<file path="config.mk">
export PLATFORM = sky130hd
export DESIGN_NAME = key_event_decoder
export DESIGN_NICKNAME = d
export VERILOG_FILES = /design/src/rtl/kbd_pkg.sv /design/src/rtl/kbd_ascii_lut.sv /design/src/rtl/key_event_decoder.sv
export SDC_FILE = /design/constraint.sdc
export NUM_CORES = 1
export LEC_CHECK = 0
export CORE_UTILIZATION = 30
export CTS_CLUSTER_DIAMETER = 200
export CTS_CLUSTER_SIZE = 16
export DETAILED_ROUTE_END_ITERATION = 8
export GPL_TIMING_DRIVEN = 0
export SETUP_SLACK_MARGIN = 0.1
export SLEW_MARGIN = 20
export SYNTH_ARGS = -nofsm -noshare
export SYNTH_HDL_FRONTEND = slang
export SYNTH_SLANG_ARGS = --single-unit
export TNS_END_PERCENT = 10
</file>
<file path="constraint.sdc">
create_clock -name clk -period 2.6 [get_ports clk]
set_input_delay 0.52 -clock clk [delete_from_list [all_inputs] [get_ports clk]]
set_output_delay 0.52 -clock clk [all_outputs]
set_load 0.005 [all_outputs]
</file>
<file path="src/rtl/kbd_pkg.sv">
// Shared types and scan-code constants for the PS/2 key event decoder.
package kbd_pkg;

    // Prefix-tracking states for scan-code set 2 sequences.
    typedef enum logic [1:0] {
        S_IDLE   = 2'd0,
        S_BRK    = 2'd1,
        S_EXT    = 2'd2,
        S_EXTBRK = 2'd3
    } state_t;

    localparam logic [7:0] SC_BREAK = 8'hF0;
    localparam logic [7:0] SC_EXT   = 8'hE0;
    localparam logic [7:0] SC_ENTER = 8'h5A;
    localparam logic [7:0] SC_TAB   = 8'h0D;
    localparam logic [7:0] SC_BKSP  = 8'h66;
    localparam logic [7:0] SC_SPACE = 8'h29;

endpackage

</file>
<file path="src/rtl/kbd_ascii_lut.sv">
// Combinational scan-code set 2 to ASCII table for a-z, 0-9 and space.
module kbd_ascii_lut
    import kbd_pkg::*;
(
    input  logic [7:0] code,
    output logic       printable_c,
    output logic [7:0] ascii_c
);

    // Table lookup; a zero result marks a code with no printable mapping.
    always_comb begin
        ascii_c = 8'h00;
        case (code)
            8'h1C:    ascii_c = 8'h61; // a
            8'h32:    ascii_c = 8'h62; // b
            8'h21:    ascii_c = 8'h63; // c
            8'h23:    ascii_c = 8'h64; // d
            8'h24:    ascii_c = 8'h65; // e
            8'h2B:    ascii_c = 8'h66; // f
            8'h34:    ascii_c = 8'h67; // g
            8'h33:    ascii_c = 8'h68; // h
            8'h43:    ascii_c = 8'h69; // i
            8'h3B:    ascii_c = 8'h6A; // j
            8'h42:    ascii_c = 8'h6B; // k
            8'h4B:    ascii_c = 8'h6C; // l
            8'h3A:    ascii_c = 8'h6D; // m
            8'h31:    ascii_c = 8'h6E; // n
            8'h44:    ascii_c = 8'h6F; // o
            8'h4D:    ascii_c = 8'h70; // p
            8'h15:    ascii_c = 8'h71; // q
            8'h2D:    ascii_c = 8'h72; // r
            8'h1B:    ascii_c = 8'h73; // s
            8'h2C:    ascii_c = 8'h74; // t
            8'h3C:    ascii_c = 8'h75; // u
            8'h2A:    ascii_c = 8'h76; // v
            8'h1D:    ascii_c = 8'h77; // w
            8'h22:    ascii_c = 8'h78; // x
            8'h35:    ascii_c = 8'h79; // y
            8'h1A:    ascii_c = 8'h7A; // z
            8'h45:    ascii_c = 8'h30; // 0
            8'h16:    ascii_c = 8'h31; // 1
            8'h1E:    ascii_c = 8'h32; // 2
            8'h26:    ascii_c = 8'h33; // 3
            8'h25:    ascii_c = 8'h34; // 4
            8'h2E:    ascii_c = 8'h35; // 5
            8'h36:    ascii_c = 8'h36; // 6
            8'h3D:    ascii_c = 8'h37; // 7
            8'h3E:    ascii_c = 8'h38; // 8
            8'h46:    ascii_c = 8'h39; // 9
            SC_SPACE: ascii_c = 8'h20; // space
            default:  ascii_c = 8'h00;
        endcase
    end

    assign printable_c = (ascii_c != 8'h00);

endmodule

</file>
<file path="src/rtl/key_event_decoder.sv">
// PS/2 set 2 byte stream to key events: enter/tab pulses, line-buffer writes, overflow.
module key_event_decoder
    import kbd_pkg::*;
#(
    parameter int unsigned DEPTH  = 32,
    parameter int unsigned ADDR_W = $clog2(DEPTH)
) (
    input  logic              clk,
    input  logic              rst,
    input  logic              code_valid,
    input  logic [7:0]        code,
    output logic              enter,
    output logic              tab,
    output logic              overflow,
    output logic              char_we,
    output logic [ADDR_W-1:0] char_addr,
    output logic [7:0]        char_data,
    output logic [ADDR_W:0]   char_count
);

    localparam logic [ADDR_W:0] COUNT_FULL = (ADDR_W+1)'(DEPTH);
    localparam logic [ADDR_W:0] COUNT_ONE  = (ADDR_W+1)'(1);

    state_t              state;
    state_t              state_nxt;
    logic                enter_nxt;
    logic                tab_nxt;
    logic                overflow_nxt;
    logic                char_we_nxt;
    logic [ADDR_W-1:0]   char_addr_nxt;
    logic [7:0]          char_data_nxt;
    logic [ADDR_W:0]     char_count_nxt;
    logic                printable_c;
    logic [7:0]          ascii_c;

    kbd_ascii_lut u_lut (
        .code        (code),
        .printable_c (printable_c),
        .ascii_c     (ascii_c)
    );

    // State and registered outputs; reset drops any pending prefix and empties the buffer.
    always_ff @(posedge clk or negedge rst) begin
        if (!rst) begin
            state      <= S_IDLE;
            enter      <= 1'b0;
            tab        <= 1'b0;
            overflow   <= 1'b0;
            char_we    <= 1'b0;
            char_addr  <= '0;
            char_data  <= '0;
            char_count <= '0;
        end else begin
            state      <= state_nxt;
            enter      <= enter_nxt;
            tab        <= tab_nxt;
            overflow   <= overflow_nxt;
            char_we    <= char_we_nxt;
            char_addr  <= char_addr_nxt;
            char_data  <= char_data_nxt;
            char_count <= char_count_nxt;
        end
    end

    // Next state and next output values; nothing advances without code_valid.
    always_comb begin
        state_nxt      = state;
        enter_nxt      = 1'b0;
        tab_nxt        = 1'b0;
        overflow_nxt   = 1'b0;
        char_we_nxt    = 1'b0;
        char_addr_nxt  = char_addr;
        char_data_nxt  = char_data;
        char_count_nxt = char_count;

        if (code_valid) begin
            case (state)
                S_IDLE: begin
                    if (code == SC_BREAK) begin
                        state_nxt = S_BRK;
                    end else if (code == SC_EXT) begin
                        state_nxt = S_EXT;
                    end else if (code == SC_ENTER) begin
                        enter_nxt      = 1'b1;
                        char_count_nxt = '0;
                    end else if (code == SC_TAB) begin
                        tab_nxt = 1'b1;
                    end else if (code == SC_BKSP) begin
                        if (char_count != '0) begin
                            char_count_nxt = char_count - COUNT_ONE;
                        end
                    end else if (printable_c) begin
                        if (char_count < COUNT_FULL) begin
                            char_we_nxt    = 1'b1;
                            char_addr_nxt  = char_count[ADDR_W-1:0];
                            char_data_nxt  = ascii_c;
                            char_count_nxt = char_count + COUNT_ONE;
                        end else begin
                            overflow_nxt = 1'b1;
                        end
                    end
                end
                S_BRK: begin
                    // A second F0 keeps waiting for the released key's code.
                    if (code != SC_BREAK) begin
                        state_nxt = S_IDLE;
                    end
                end
                S_EXT: begin
                    if (code == SC_BREAK) begin
                        state_nxt = S_EXTBRK;
                    end else begin
                        if (code == SC_ENTER) begin
                            enter_nxt      = 1'b1;
                            char_count_nxt = '0;
                        end
                        state_nxt = S_IDLE;
                    end
                end
                S_EXTBRK: begin
                    state_nxt = S_IDLE;
                end
                default: begin
                    state_nxt = S_IDLE;
                end
            endcase
        end
    end

endmodule

</file>
==> results.yml, run 1 <==
die:
  io_pins: 34
  design.die.area_sq_mm: 0.00761
  num_rows: 30
  die-height_um: 87.2
  core_sq_mm: 0.00691
  die_w_um: 87.2
  start_util_pct: 31.5
power:
  ir_worst_vdd_mv: 0.262
  leakage_nw: 1.41
  power.density_mw_per_mm2: 569
  power.total_mw: 1.86
critical_path:
  crit_type: "primary input to flop"
  max_stage_delay_ns: 0.29
  path_cells: "buf_8, clkbuf_16, inv_8, ha_1, nand2b_1, a21boi_1, o211ai_1, o21ai_2, nor4_4, buf_4, a21oi_4, buf_6, buf_8, mux2_4"
  reg2reg_from: "char_count[5]"
  cp_slowest_cell: "mux2_4"
  cp.required_ns: 2.76
  cp-start-kind: "primary input"
  worst_path_most_repeated_cell: "buf_8"
  r2r_end: "char_count[0]"
  arrival_ns: 2.75
  worst-r2r-setup-slack_ns: 0.46
  end_kind: "flop"
  path_max_fanout: 5
  reg2reg_depth: 6
layout:
  area_growth_pct: 49.9
  final_nets: 331
  regArea_sq_um: 601
  drive_gt1_share_pct: 36.3
  fill_cells: 640
  multi_input_area_sq_mm: 0.00166
  num_antenna_cells: 0
route:
  drc: 0
  num_vias: 2164
  wl_mm: 6.55
  drt_iter0_drc: 230
  wl_per_cell_um: 16.3
  ant_nets: 0
  drtPass1Iterations: 4
  viasPerCell: 5.38
sta:
  min_period_ns: 2.58
  fin_crit_sh_pct: 99.4
  rsz0062_at_grt: "yes"
  whs_ns: 0.216
  skew_ns: 0.00583
  setup_viol: 0
  hold_viol: 0
  max_freq_ghz: 0.387
  maxSlewHeadroom_pct: 64.3
  maxSlewViolCount: 0
  worstMarginPinSlew_ns: 0.535
synthesis:
  synth_cells: 241
  yosysTopAreaCell: "dfrtp_1"
  yosys.area_share.simple_pct: 22.5
  ys_async_sr_fraction_pct: 100
  ys_warn_count: 0
  avgSynthCellArea_sq_um: 9.04
  synth_edf_count: 0
  yosys-top-cells-area: "dfrtp_1 (28%), ha_1 (6.9%), mux2_4 (6.2%)"
  seq_area_frac_synth_pct: 27.6
  synth-adder-area-share_pct: 7.81
  synthesis.nets: 265
  synth-seq-cells: 24
  synth_top_area_share_pct: 27.6
  synth_compound_area_share_pct: 22.5
  synth_cell_types: 62
  synthTopCellsByCount: "dfrtp_1 (24), nand2_1 (24), o21ai_0 (14)"
  synth_mux_area_share_pct: 9.59
  synth-xor-area-share_pct: 1.61
  synth.cell_area_sq_mm: 0.00218
  synth_top_family_by_area: "compound AO/OA/AOI/OAI gates"
  synth_ff_type: "dfrtp_1"
global_routing:
  grt_usage_pct: 17.8
  grt_max_degree: 25
  grt-ovfl-total: 0
  grt_pass1_wl_mm: 10.5
  first_global_vias: 2121
  antenna_found_initial: 0
min_path:
  min-delay-path-class: "primary input to asynchronous set/reset pin"
placement:
  gp_congestion: 0.903
  port_buffers: 30
  hpwlAfterDp_mm: 4.35
cts:
  cts_max_path_buffers: 2
  tritoncts: "yes"
  clk_pin_slew_ns: 0.09
  cts_buffers: 3
  cts.sinks: 24
  clockRootBuffer: "clkbuf_8"
  clock_latency_ns: 0.28
  htree_levels: 1
status:
  outcome: "complete, no violations"
job:
  max_cap_viol_count: 0
## worst max path at each step
| stage | from | to | slack, ns | cells past startpoint |
|---|---|---|---|---|
| after floorplan | code[1] | char_addr[1] | 0.08 | 11 |
| after global placement | code[1] | char_count[0] | -0.92 | 11 |
| after detailed placement | code[1] | char_count[0] | -0.93 | 11 |
| after CTS | code[6] | char_count[0] | 0.05 | 10 |
| after global routing | code[1] | char_addr[4] | -0.003 | 14 |
| final | code[1] | char_data[6] | 0.02 | 14 |
## routing by layer
layer | GRT usage, % | wire [um] | vias up
met4 | 7.15 | 203 | 0
met1 | 23.9 | 2830 | 1017
met3 | 2.37 | 447 | 19
met2 | 29.0 | 3070 | 105
met5 | 0 | 0 | -
li1 | - | - | 1023
## critical path: cells and delay by family
family	cells	cell delay, ns
AO/OA/AOI/OAI	4	0.72
adder cells (fa/ha/maj)	1	0.22
AND/OR/NAND/NOR	2	0.25
buffers and inverters	6	0.73
multiplexers	1	0.29
## layout make-up
class                      instances  share of cell area, %
multi-input combinational        187                   50.8
sequential                        24                   18.4
timing repair buffer              61                   17.2
buffer                            18                   5.94
tap                               96                   3.68
inverter                          12                   1.76
clock buffer                       3                   1.26
clock inverter                     1                  0.920
## through the flow
step           setup TNS (ns)  setup WS, ns  instances  utilization (%)  area, sq um
6_report                    0        0.0151        402             47.3         3270
5_1_grt              -0.00622      -0.00283        402             47.3         3270
4_1_cts                     0        0.0529        399             46.6         3220
3_5_place_dp           -16.53        -0.933        367             39.5         2730
3_3_place_gp           -16.36        -0.920        367             39.5         2730
2_1_floorplan               0        0.0796        241                -         2310
## layout by cell type, fill, tap and decap left out, drive strengths merged, types with 10 or more instances in the layout
cell type,synthesis,routed
buf,15,50
dfrtp,24,24
nand2,24,24
clkdlybuf4s50,0,23
o21ai,15,15
a21oi,13,13
inv,12,12
mux2,12,12
ha,12,12
nor2,10,10
nand2b,10,10
## registers in the layout (all words and copies together) (netlist names)
register / cells
tab: 1
char_data: 7
overflow: 1
state: 2
enter: 1
char_addr: 5
char_we: 1
char_count: 6
## power breakdown
part	switching (mW)	leakage (nW)	internal (mW)	total [mW]
combinational	0.374	1.06	0.566	0.940
clock	0.127	0.0357	0.206	0.333
sequential	0.104	0.318	0.480	0.583
## what timing repair did
action	CTS	global route
pin swaps	15	10
gates cloned	1	0
hold buffers	0	0
hold endpoints to repair	0	0
endpoints found under the setup margin	20	16
setup buffers	27	3
resized for setup	61	12
## kinds of logic (layout without fill, tap and decap cells)
| logic type | Yosys count | in the layout |
|---|---|---|
| AO/OA/AOI/OAI | 68 | 68 |
| XOR/XNOR | 4 | 4 |
| adder cells (fa/ha/maj) | 13 | 13 |
| buffers and inverters | 30 | 95 |
| flip-flops | 24 | 24 |
| multiplexers | 16 | 16 |
| other | 1 | 1 |
| AND/OR/NAND/NOR | 85 | 85 |
(Power assumes the default switching activity.)
==> run 2: changes to the inputs <==
Clock period 2.6 ns to 3.14 ns, I/O delays scaled along.
==> run 2 against run 1 <==
Compared with the run above: die area is the same; highest routed layer unchanged; clock skew shrank 0.0025 ns; combinational power shrank 26%; global-route usage shrank 0.69 points; worst hold slack gained 0.11 ns; clock power shrank 36%; first-iteration DRC count shrank 14%; non-clock buffer count shrank 25; final cell count shrank 6.2%.
==> results.yml, run 2 (same netlist as run 1, synthesis figures left out) <==
status:
  outcome: "complete, no violations"
sta:
  rsz0062_at_grt: "yes"
  fin_tns_setup_ns: 0
  fin_crit_sh_pct: 93.1
  maxSlewHeadroom_pct: 64.1
  worstMarginPinSlew_ns: 0.539
  hold_viol: 0
  max_freq_ghz: 0.342
  setup_viol: 0
  maxSlewViolCount: 0
  skew_ns: 0.00331
  whs_ns: 0.330
  min_period_ns: 2.92
layout:
  area_growth_pct: 33.3
  fill_cells: 703
  top_regs: "char_data (7), char_count (6), char_addr (5)"
  largest_register: "char_data"
  largest_reg_flops: 7
  drive_gt1_share_pct: 24.2
  layout_common_cells: "clkdlybuf4s50_1 (26), nand2_1 (24), dfrtp_1 (24)"
  final_nets: 306
  layout_commonest_cell: "clkdlybuf4s50_1"
  num_antenna_cells: 0
die:
  io_pins: 34
  die-height_um: 87.2
  start_util_pct: 31.5
  die_w_um: 87.2
  design.die.area_sq_mm: 0.00761
  num_rows: 30
  core_sq_mm: 0.00691
power:
  ir_worst_vdd_mv: 0.209
  intPower_mw: 0.923
  p_comb_share_pct: 49.9
  clockPowerShare_pct: 15.4
  p_sw_mw: 0.465
  leakage_nw: 1.23
  power.total_mw: 1.39
  switching_share_pct: 33.5
  seq_power_share_pct: 34.7
  power.density_mw_per_mm2: 478
critical_path:
  worst-r2r-setup-slack_ns: 1.01
  cp-endpoint: "char_count[0]"
  reg2reg_from: "char_count[5]"
  cp-start-kind: "primary input"
  path_max_fanout: 10
  startpoint: "code[1]"
  r2r_end: "char_count[0]"
  cp.required_ns: 3.30
  end_kind: "flop"
  crit_type: "primary input to flop"
  arrival_ns: 3.09
  reg2reg_depth: 6
cts:
  htree_levels: 1
  tritoncts: "yes"
  clockRootBuffer: "clkbuf_8"
  clock_latency_ns: 0.27
  cts.sinks: 24
  hold_buffers: 0
  clk_pin_slew_ns: 0.09
  cts_buffers: 3
  cts_max_path_buffers: 2
route:
  wl_per_cell_um: 15.8
  drc: 0
  drtPass1Iterations: 5
  viasPerCell: 5.38
  ant_nets: 0
  num_vias: 2028
  drt_iter0_drc: 197
  wl_mm: 5.98
global_routing:
  antenna_found_initial: 0
  grt_pass1_wl_mm: 10.2
  grt-ovfl-total: 0
  grt_max_degree: 25
  grt_usage_pct: 17.1
  first_global_vias: 1995
job:
  max_cap_viol_count: 0
placement:
  hpwlAfterDp_mm: 4.33
  gp_congestion: 0.920
  port_buffers: 30
min_path:
  min-delay-path-class: "primary input to asynchronous set/reset pin"
## run 2: timing repair
action,in CTS,in global routing
endpoints found under the setup margin,20,16
pin swaps,6,3
buffers inserted,5,0
cloned,1,0
gates resized for setup,32,18
## run 2: power groups by stage
stage	clock (mW)	sequential, mW	combinational (mW)
after detailed placement	0	0.487	0.637
after CTS	0.221	0.481	0.678
final	0.213	0.482	0.693
after floorplan	0	0.475	0.368
after global routing	0.236	0.496	0.757
after global placement	0	0.486	0.633
## run 2: layer usage
| metal | vias to the layer above | GRT usage (%) | part of all wire (%) |
|---|---|---|---|
| li1 | 969 | - | - |
| met1 | 981 | 24.4 | 47 |
| met2 | 72 | 27.6 | 47 |
| met3 | 6 | 2.27 | 4.8 |
| met4 | 0 | 3.87 | 1.0 |
| met5 | - | 0 | 0 |
## run 2: area by class of cell
cell class | count | area [sq um] | share of cell area, %
clock buffer | 4 | 55.1 | 1.90
timing repair buffer | 36 | 362 | 12.5
tap | 96 | 120 | 4.14
inverter | 12 | 48.8 | 1.68
buffer | 18 | 174 | 5.99
sequential | 24 | 601 | 20.7
multi-input combinational | 187 | 1540 | 53.1
## run 2: per-stage QoR
stage	instance area, sq um	std cells	utilization [%]	worst slack, ns
2_1_floorplan	2180	241	-	0.228
3_3_place_gp	2600	367	37.6	-0.904
3_5_place_dp	2590	367	37.6	-0.903
4_1_cts	2830	377	41.0	0.138
5_1_grt	2900	377	42.0	0.0936
6_report	2900	377	42.0	0.218
## run 2: worst max-delay path, stage by stage
cell             delay, ns
clkdlybuf4s15_2       0.25
buf_8                 0.16
clkinvlp_4            0.16
ha_1                  0.31
nand2b_1              0.12
a21boi_0              0.09
o211ai_1              0.26
o21ai_2               0.12
nor4_4                0.37
buf_4                 0.21
a311oi_4              0.13
mux2_4                0.28
## run 2: how the worst min path moves through the flow
| stage | startpoint | endpoint | slack (ns) | depth (start not counted) |
|---|---|---|---|---|
| after detailed placement | char_addr[0] | char_addr[0] | 0.48 | 1 |
| after global placement | char_addr[0] | char_addr[0] | 0.47 | 1 |
| final | rst | char_count[2] | 0.33 | 1 |
| after CTS | rst | char_count[2] | 0.35 | 1 |
| after global routing | rst | char_count[2] | 0.37 | 1 |
| after floorplan | rst | char_addr[0] | 0.33 | 0 |
